<file path="config.mk">
export PLATFORM = sky130hd
export DESIGN_NAME = prog_mem_ctrl
export DESIGN_NICKNAME = d
export VERILOG_FILES = /design/src/rtl/prog_mem_pkg.sv /design/src/rtl/prog_mem_array.sv /design/src/rtl/prog_mem_ctrl.sv
export SDC_FILE = /design/constraint.sdc
export NUM_CORES = 2
export LEC_CHECK = 0
export CAP_MARGIN = 30
export CORE_ASPECT_RATIO = 0.5
export CORE_MARGIN = 5
export CORE_UTILIZATION = 30
export CTS_CLUSTER_DIAMETER = 80
export DETAILED_ROUTE_END_ITERATION = 8
export PLACE_DENSITY_LB_ADDON = 0.12
export SLEW_MARGIN = 30
export SYNTH_ARGS = -nofsm -noshare
export SYNTH_HDL_FRONTEND = slang
export SYNTH_SLANG_ARGS = --single-unit
export TNS_END_PERCENT = 20
</file>
<file path="constraint.sdc">
create_clock -name clk -period 3.1 [get_ports clk]
set_input_delay 0.62 -clock clk [delete_from_list [all_inputs] [get_ports clk]]
set_output_delay 0.62 -clock clk [all_outputs]
set_load 0.02 [all_outputs]
</file>
<file path="src/rtl/prog_mem_pkg.sv">
// ---------------------------------------------------------------------------
// prog_mem_pkg
// Shared definitions for the program memory block.
//   INSTR_W_DEF : default instruction word width (bits)
//   ADDR_W_DEF  : default address width (depth = 2**ADDR_W words)
//   state_t     : loader FSM states IDLE / LOAD / DONE
// ---------------------------------------------------------------------------
package prog_mem_pkg;

    localparam int INSTR_W_DEF = 14;
    localparam int ADDR_W_DEF  = 8;

    typedef enum logic [1:0] {
        IDLE = 2'd0,
        LOAD = 2'd1,
        DONE = 2'd2
    } state_t;

endpackage

</file>
<file path="src/rtl/prog_mem_array.sv">
// ---------------------------------------------------------------------------
// prog_mem_array
// Storage array with one write port and one synchronous read port.
// The contents are deliberately not reset.
// Ports:
//   clk       : clock, all activity on the rising edge
//   wrEn_i    : write enable
//   wrAddr_i  : write address
//   wrData_i  : write data
//   rdEn_i    : read enable; when low the read register holds its value
//   rdAddr_i  : read address
//   rdData_o  : registered read data (one-cycle latency)
// ---------------------------------------------------------------------------
module prog_mem_array
    import prog_mem_pkg::*;
#(
    parameter int WIDTH  = INSTR_W_DEF,
    parameter int ADDR_W = ADDR_W_DEF
) (
    input  logic              clk,
    input  logic              wrEn_i,
    input  logic [ADDR_W-1:0] wrAddr_i,
    input  logic [WIDTH-1:0]  wrData_i,
    input  logic              rdEn_i,
    input  logic [ADDR_W-1:0] rdAddr_i,
    output logic [WIDTH-1:0]  rdData_o
);

    localparam int DEPTH = 2 ** ADDR_W;

    logic [WIDTH-1:0] mem [DEPTH];
    logic [WIDTH-1:0] rdData_q;

    // Write port and registered read port share the clock. The controller
    // never reads and writes in the same cycle, so read-during-write
    // ordering does not matter here.
    always_ff @(posedge clk) begin
        if (wrEn_i) begin
            mem[wrAddr_i] <= wrData_i;
        end
        if (rdEn_i) begin
            rdData_q <= mem[rdAddr_i];
        end
    end

    assign rdData_o = rdData_q;

endmodule

</file>
<file path="src/rtl/prog_mem_ctrl.sv">
// ---------------------------------------------------------------------------
// prog_mem_ctrl
// Program memory for the microcontroller core: a streaming loader that writes
// a block of words from a base address (valid/ready handshake, address
// auto-increment with wrap, running checksum) and a registered fetch port
// for the instruction decoder, blocked while a load session is active.
//
// Optional feature macro: PROG_MEM_PARITY_EN
//   defined   : an even-parity bit is stored with every word and checked on
//               every fetch, reported on o_parity_err
//   undefined : no parity storage, o_parity_err tied low
//
// Ports:
//   clk            : clock
//   i_reset        : synchronous active-high reset
//   i_enable       : fetch request
//   i_address      : fetch address
//   o_instruction  : fetched word (zero when o_instr_valid is low)
//   o_instr_valid  : o_instruction holds a fetched word
//   i_load_start   : start a load session (only honoured in IDLE)
//   i_load_base    : first write address of the session
//   i_load_count   : number of words in the session, 0..DEPTH
//   i_load_valid   : i_load_data is valid
//   i_load_data    : word to write
//   o_load_ready   : loader accepts a word this cycle
//   o_load_done    : one-cycle pulse at the end of a session
//   o_busy         : load session active
//   o_checksum     : sum (mod 2**INSTR_W) of words written this/last session
//   o_parity_err   : fetched word failed its parity check
// ---------------------------------------------------------------------------
module prog_mem_ctrl
    import prog_mem_pkg::*;
#(
    parameter int INSTR_W = INSTR_W_DEF,
    parameter int ADDR_W  = ADDR_W_DEF
) (
    input  logic               clk,
    input  logic               i_reset,
    input  logic               i_enable,
    input  logic [ADDR_W-1:0]  i_address,
    output logic [INSTR_W-1:0] o_instruction,
    output logic               o_instr_valid,
    input  logic               i_load_start,
    input  logic [ADDR_W-1:0]  i_load_base,
    input  logic [ADDR_W:0]    i_load_count,
    input  logic               i_load_valid,
    input  logic [INSTR_W-1:0] i_load_data,
    output logic               o_load_ready,
    output logic               o_load_done,
    output logic               o_busy,
    output logic [INSTR_W-1:0] o_checksum,
    output logic               o_parity_err
);

    localparam int DEPTH = 2 ** ADDR_W;

`ifdef PROG_MEM_PARITY_EN
    localparam int MEM_W = INSTR_W + 1;
`else
    localparam int MEM_W = INSTR_W;
`endif

    localparam logic [ADDR_W-1:0] ADDR_ONE = ADDR_W'(1);
    localparam logic [ADDR_W:0]   CNT_ONE  = (ADDR_W + 1)'(1);
    localparam logic [ADDR_W:0]   CNT_ZERO = '0;

    state_t               state_q,     state_d;
    logic [ADDR_W-1:0]    loadAddr_q,  loadAddr_d;
    logic [ADDR_W:0]      remaining_q, remaining_d;
    logic [INSTR_W-1:0]   checksum_q,  checksum_d;
    logic                 instrValid_q, instrValid_d;

    logic                 memWrEn;
    logic [MEM_W-1:0]     memWrData;
    logic                 fetchEn;
    logic [MEM_W-1:0]     memRdData;

    // State, loader counters, checksum and fetch-valid flag. Reset drops any
    // session in progress without a done pulse; words already written stay
    // in the array because the array itself has no reset.
    always_ff @(posedge clk) begin
        if (i_reset) begin
            state_q      <= IDLE;
            loadAddr_q   <= '0;
            remaining_q  <= '0;
            checksum_q   <= '0;
            instrValid_q <= 1'b0;
        end else begin
            state_q      <= state_d;
            loadAddr_q   <= loadAddr_d;
            remaining_q  <= remaining_d;
            checksum_q   <= checksum_d;
            instrValid_q <= instrValid_d;
        end
    end

    // Next-state logic for the loader. A start with a zero count skips LOAD
    // and goes straight to DONE so the caller still sees a done pulse.
    // The address register is ADDR_W wide, so +1 wraps DEPTH-1 to 0.
    always_comb begin
        state_d     = state_q;
        loadAddr_d  = loadAddr_q;
        remaining_d = remaining_q;
        checksum_d  = checksum_q;
        memWrEn     = 1'b0;
        case (state_q)
            IDLE: begin
                if (i_load_start) begin
                    loadAddr_d  = i_load_base;
                    remaining_d = i_load_count;
                    checksum_d  = '0;
                    state_d     = (i_load_count == CNT_ZERO) ? DONE : LOAD;
                end
            end
            LOAD: begin
                if (i_load_valid) begin
                    memWrEn     = ~i_reset;
                    loadAddr_d  = loadAddr_q + ADDR_ONE;
                    remaining_d = remaining_q - CNT_ONE;
                    checksum_d  = checksum_q + i_load_data;
                    if (remaining_q == CNT_ONE) begin
                        state_d = DONE;
                    end
                end
            end
            DONE: begin
                state_d = IDLE;
            end
            default: begin
                state_d = IDLE;
            end
        endcase
    end

    // Fetches are only served from IDLE; any other cycle produces an
    // invalid, zeroed output on the following cycle.
    always_comb begin
        fetchEn      = (state_q == IDLE) && i_enable;
        instrValid_d = fetchEn;
    end

`ifdef PROG_MEM_PARITY_EN
    // Stored parity bit makes the total weight of each stored word even.
    assign memWrData    = {^i_load_data, i_load_data};
    assign o_parity_err = instrValid_q & (^memRdData);
`else
    assign memWrData    = i_load_data;
    assign o_parity_err = 1'b0;
`endif

    prog_mem_array #(
        .WIDTH  (MEM_W),
        .ADDR_W (ADDR_W)
    ) u_array (
        .clk      (clk),
        .wrEn_i   (memWrEn),
        .wrAddr_i (loadAddr_q),
        .wrData_i (memWrData),
        .rdEn_i   (fetchEn),
        .rdAddr_i (i_address),
        .rdData_o (memRdData)
    );

    // The read register keeps stale data between fetches, so the word is
    // masked to zero whenever the valid flag is low.
    assign o_instruction = instrValid_q ? memRdData[INSTR_W-1:0] : '0;
    assign o_instr_valid = instrValid_q;
    assign o_load_ready  = (state_q == LOAD);
    assign o_busy        = (state_q == LOAD);
    assign o_load_done   = (state_q == DONE);
    assign o_checksum    = checksum_q;

    // DEPTH is kept for readers of this file; it documents the count range.
    logic unusedDepth;
    assign unusedDepth = (DEPTH == 0);

endmodule

</file>
==> out/metrics.yaml <==
yosys:
  yosysTopAreaCell: "edfxtp_1"
  synth_nets: 6118
  yosysWarnings: 0
  synthTopCellsByCount: "3598 x edfxtp_1, 1002 x mux4_2, 305 x nor2_1, 165 x mux2i_1, 158 x clkbuf_1"
  synthCells: 6054
  synth_cell_type_count: 56
  synth_top_cell_area_share_pct: 77.11
  ys_top_cells_by_area: "edfxtp_1 77%, mux4_2 16%, mux2i_1 1.2%"
  synth_area_um2: 140100
  synthArstFlopShare_pct: 0
  yosys.cell_count.top_type: "edfxtp_1"
  synth-seq-area-share_pct: 77.59
  synth_enable_flop_cells: 3598
  synth-main-ff-cell: "edfxtp_1"
  ys_seq_elements: 3632
  syn_avg_cell_area_um2: 23.15
setup_path:
  r2r_cells: 7
  worst-path-buf-inv: 4
  rrSetupSlack_ns: 0.09
  crit_start: "i_address[0]"
  crit_path_start_kind: "input pin"
  cp_top_family: "multiplexers"
  endpoint_kind: "flip-flop"
  path_cells: "buf_16 > buf_12 > buf_4 > buf_12 > mux4_2 > mux4_2 > mux2_2 > o2111ai_1 > a31oi_1"
  crit_slowest_cell: "mux4_2"
  worstPathRequired_ns: 3.74
  r2r_end: "u_array.rdData_o[9]$_DFFE_PP_"
  slowest_delay_ns: 0.54
  cp.arrival_ns: 3.71
  critical_path_peak_fanout: 28
  r2r_start: "u_array.mem[203][9]$_DFFE_PP_"
  crit_type: "in2reg"
pwr:
  worst_ir_drop_vdd_mv: 0.4317
  power_density_nw_per_um2: 612.7
  power.leakage_nw: 52.39
  total_power_w: 0.1030
detailed_routing:
  first_pass_iters: 5
  wl_per_cell_um: 31.45
  post-route-drc-count: 0
  drt-total-wl_mm: 423.5
  met2WireLength_mm: 195.3
  top_layer: "met4"
  m1WireLength_mm: 190.9
  dr_wl_met3_mm: 27.19
  vias: 67471
  vias_per_cell: 5.011
  drt_iter0_markers: 7509
  ant_nets: 0
timing:
  setup_viol: 0
  worst_pin_slew_ns: 1.097
  hold_slack_ns: 0.1299
  skew_ns: 0.06874
  max_clock_freq_mhz: 326.4
  drv_slew: 0
  layout_setup_ws_ns: 0.03639
  rsz0062_at_grt: "yes"
  finalCriticalPeriod_ns: 3.064
  hold_violations: 0
  period_share_pct: 98.83
  slew_headroom_pct: 26.90
finish:
  fill_cells: 42305
  num-nets-final: 6980
  final_util_pct: 36.12
  area_growth_pct: 19.95
  final_cells: 13465
  layout-drive-gt1-share_pct: 33.95
min_path:
  hold_depth: 1
  holdPathEnd: "u_array.mem[14][8]$_DFFE_PP_"
  min_path_type: "in2reg"
  holdCritStartpoint: "i_load_data[8]"
floorplan:
  die_w_um: 976.5
  top_level_ports: 77
  rows: 177
  dieArea_um2: 481700
  coreArea_um2: 465300
  fp.dieH_um: 493.3
  initial_utilization_pct: 30.12
clocking:
  cts_max_level: 5
  clockBufferDepth: 4
  cts_sinks: 3632
  cts.clk_slew.worst_paths_ns: 0.07
  clk_latency_ns: 0.92
  root_buffer: "clkbuf_16"
  numCtsBuffers: 355
  cts_tree: "built"
placement:
  dp.final_hpwl_mm: 269.9
  port_buffers: 75
  place_congestion: 0.8066
  placedCellCount: 12823
  place_ws_ns: -1.135
status:
  outcome: "complete, no violations"
grt:
  grt_max_degree: 144
  grt_pass1_vias: 69628
  antenna_found_initial: 59
  grt_pass1_wl_mm: 583.1
  grt_use_total_pct: 17.21
  grt_overflow: 0
flow_run:
  maxCapViolations: 0
## area by class of cell
class,instances,area [um^2],share of cell area (%)
Multi-Input combinational cell,2054,29850,17.76
Tap cell,6265,7839,4.664
Sequential cell,3632,108700,64.69
Inverter,13,48.80,0.02903
Antenna cell,11,27.53,0.01638
Clock inverter,218,1914,1.139
Clock buffer,412,9204,5.476
Timing Repair Buffer,860,10470,6.231
## per-layer routing
metal,vias to the layer above,track usage (%)
met5,-,0
met4,0,3.795
met3,483,3.193
met2,2129,27.12
met1,37183,24.99
li1,27676,-
## stage by stage
step,instance area [um^2],setup TNS (ns)
2_1_floorplan,140100,0
3_3_place_gp,156800,-14.60
3_5_place_dp,156800,-14.10
4_1_cts,168000,-0.07564
5_1_grt,168100,-0.08235
6_report,168100,0
## registers in the layout, summed over array words and instances (netlist names)
name,count
loadAddr_q,8
u_array.rdData_o,14
remaining_q,9
o_instr_valid,1
state_q,2
o_checksum,14
u_array.mem,3584
## placed cells by master (no fill, tap or decap), drive strengths merged, types with 4 or more instances in the layout
cell and count:
a211oi 9, a21oi 61, a221o 28, a221oi 28, a311oi 4, a31oi 10
and2 16, buf 803, bufinv 29, clkbuf 413, clkdlybuf4s50 42, clkinv 159
clkinvlp 19, dfxtp 34, diode 11, dlygate4sd2 10, edfxtp 3598, ha 19
inv 24, mux2 84, mux2i 165, mux4 1002, nand2 46, nand2b 4
nand3 33, nand4 5, nor2 305, nor2b 9, nor3 35, nor4 4
o2111ai 14, o21ai 40, o221ai 59, o22ai 21, or2 5, or3 5
xnor2 5, xor2 7
## cell families after synthesis
group	count (synthesis)	share of synthesized area, %
buf+inv	368	1.220
other cells	1	0.002676
mux	1251	17.96
simple gates	474	1.434
xor+xnor	12	0.07500
flops	3632	77.59
fa+ha+maj	20	0.1839
compound gates	296	1.535
## worst max-delay path by stage
stage	endpoint	slack [ns]	depth (start not counted)
detailed placement	u_array.rdData_o[13]$_DFFE_PP_	-1.13	8
CTS	o_instruction[1]	-0.08	3
global route	u_array.mem[129][3]$_DFFE_PP_	-0.02	4
global placement	u_array.rdData_o[5]$_DFFE_PP_	-1.63	12
floorplan	u_array.rdData_o[10]$_DFFE_PP_	0.005	10
finish	u_array.rdData_o[3]$_DFFE_PP_	0.04	9
## what timing repair did
action                                 in CTS  in global routing
resized for setup                          30                 11
endpoints found under the hold margin       1                  0
hold buffers                                1                  0
setup endpoints to repair                  21                234
setup buffers                               0                  0
## power breakdown
| part | switching, W | leakage (nW) | internal [W] |
|---|---|---|---|
| clock network | 0.0188 | 5.44 | 0.0237 |
| registers | 0.000103 | 32.6 | 0.0540 |
| logic | 0.00384 | 14.3 | 0.00244 |
| total | 0.0228 | 52.4 | 0.0802 |
Note: power is estimated with default switching activity, not from simulation.
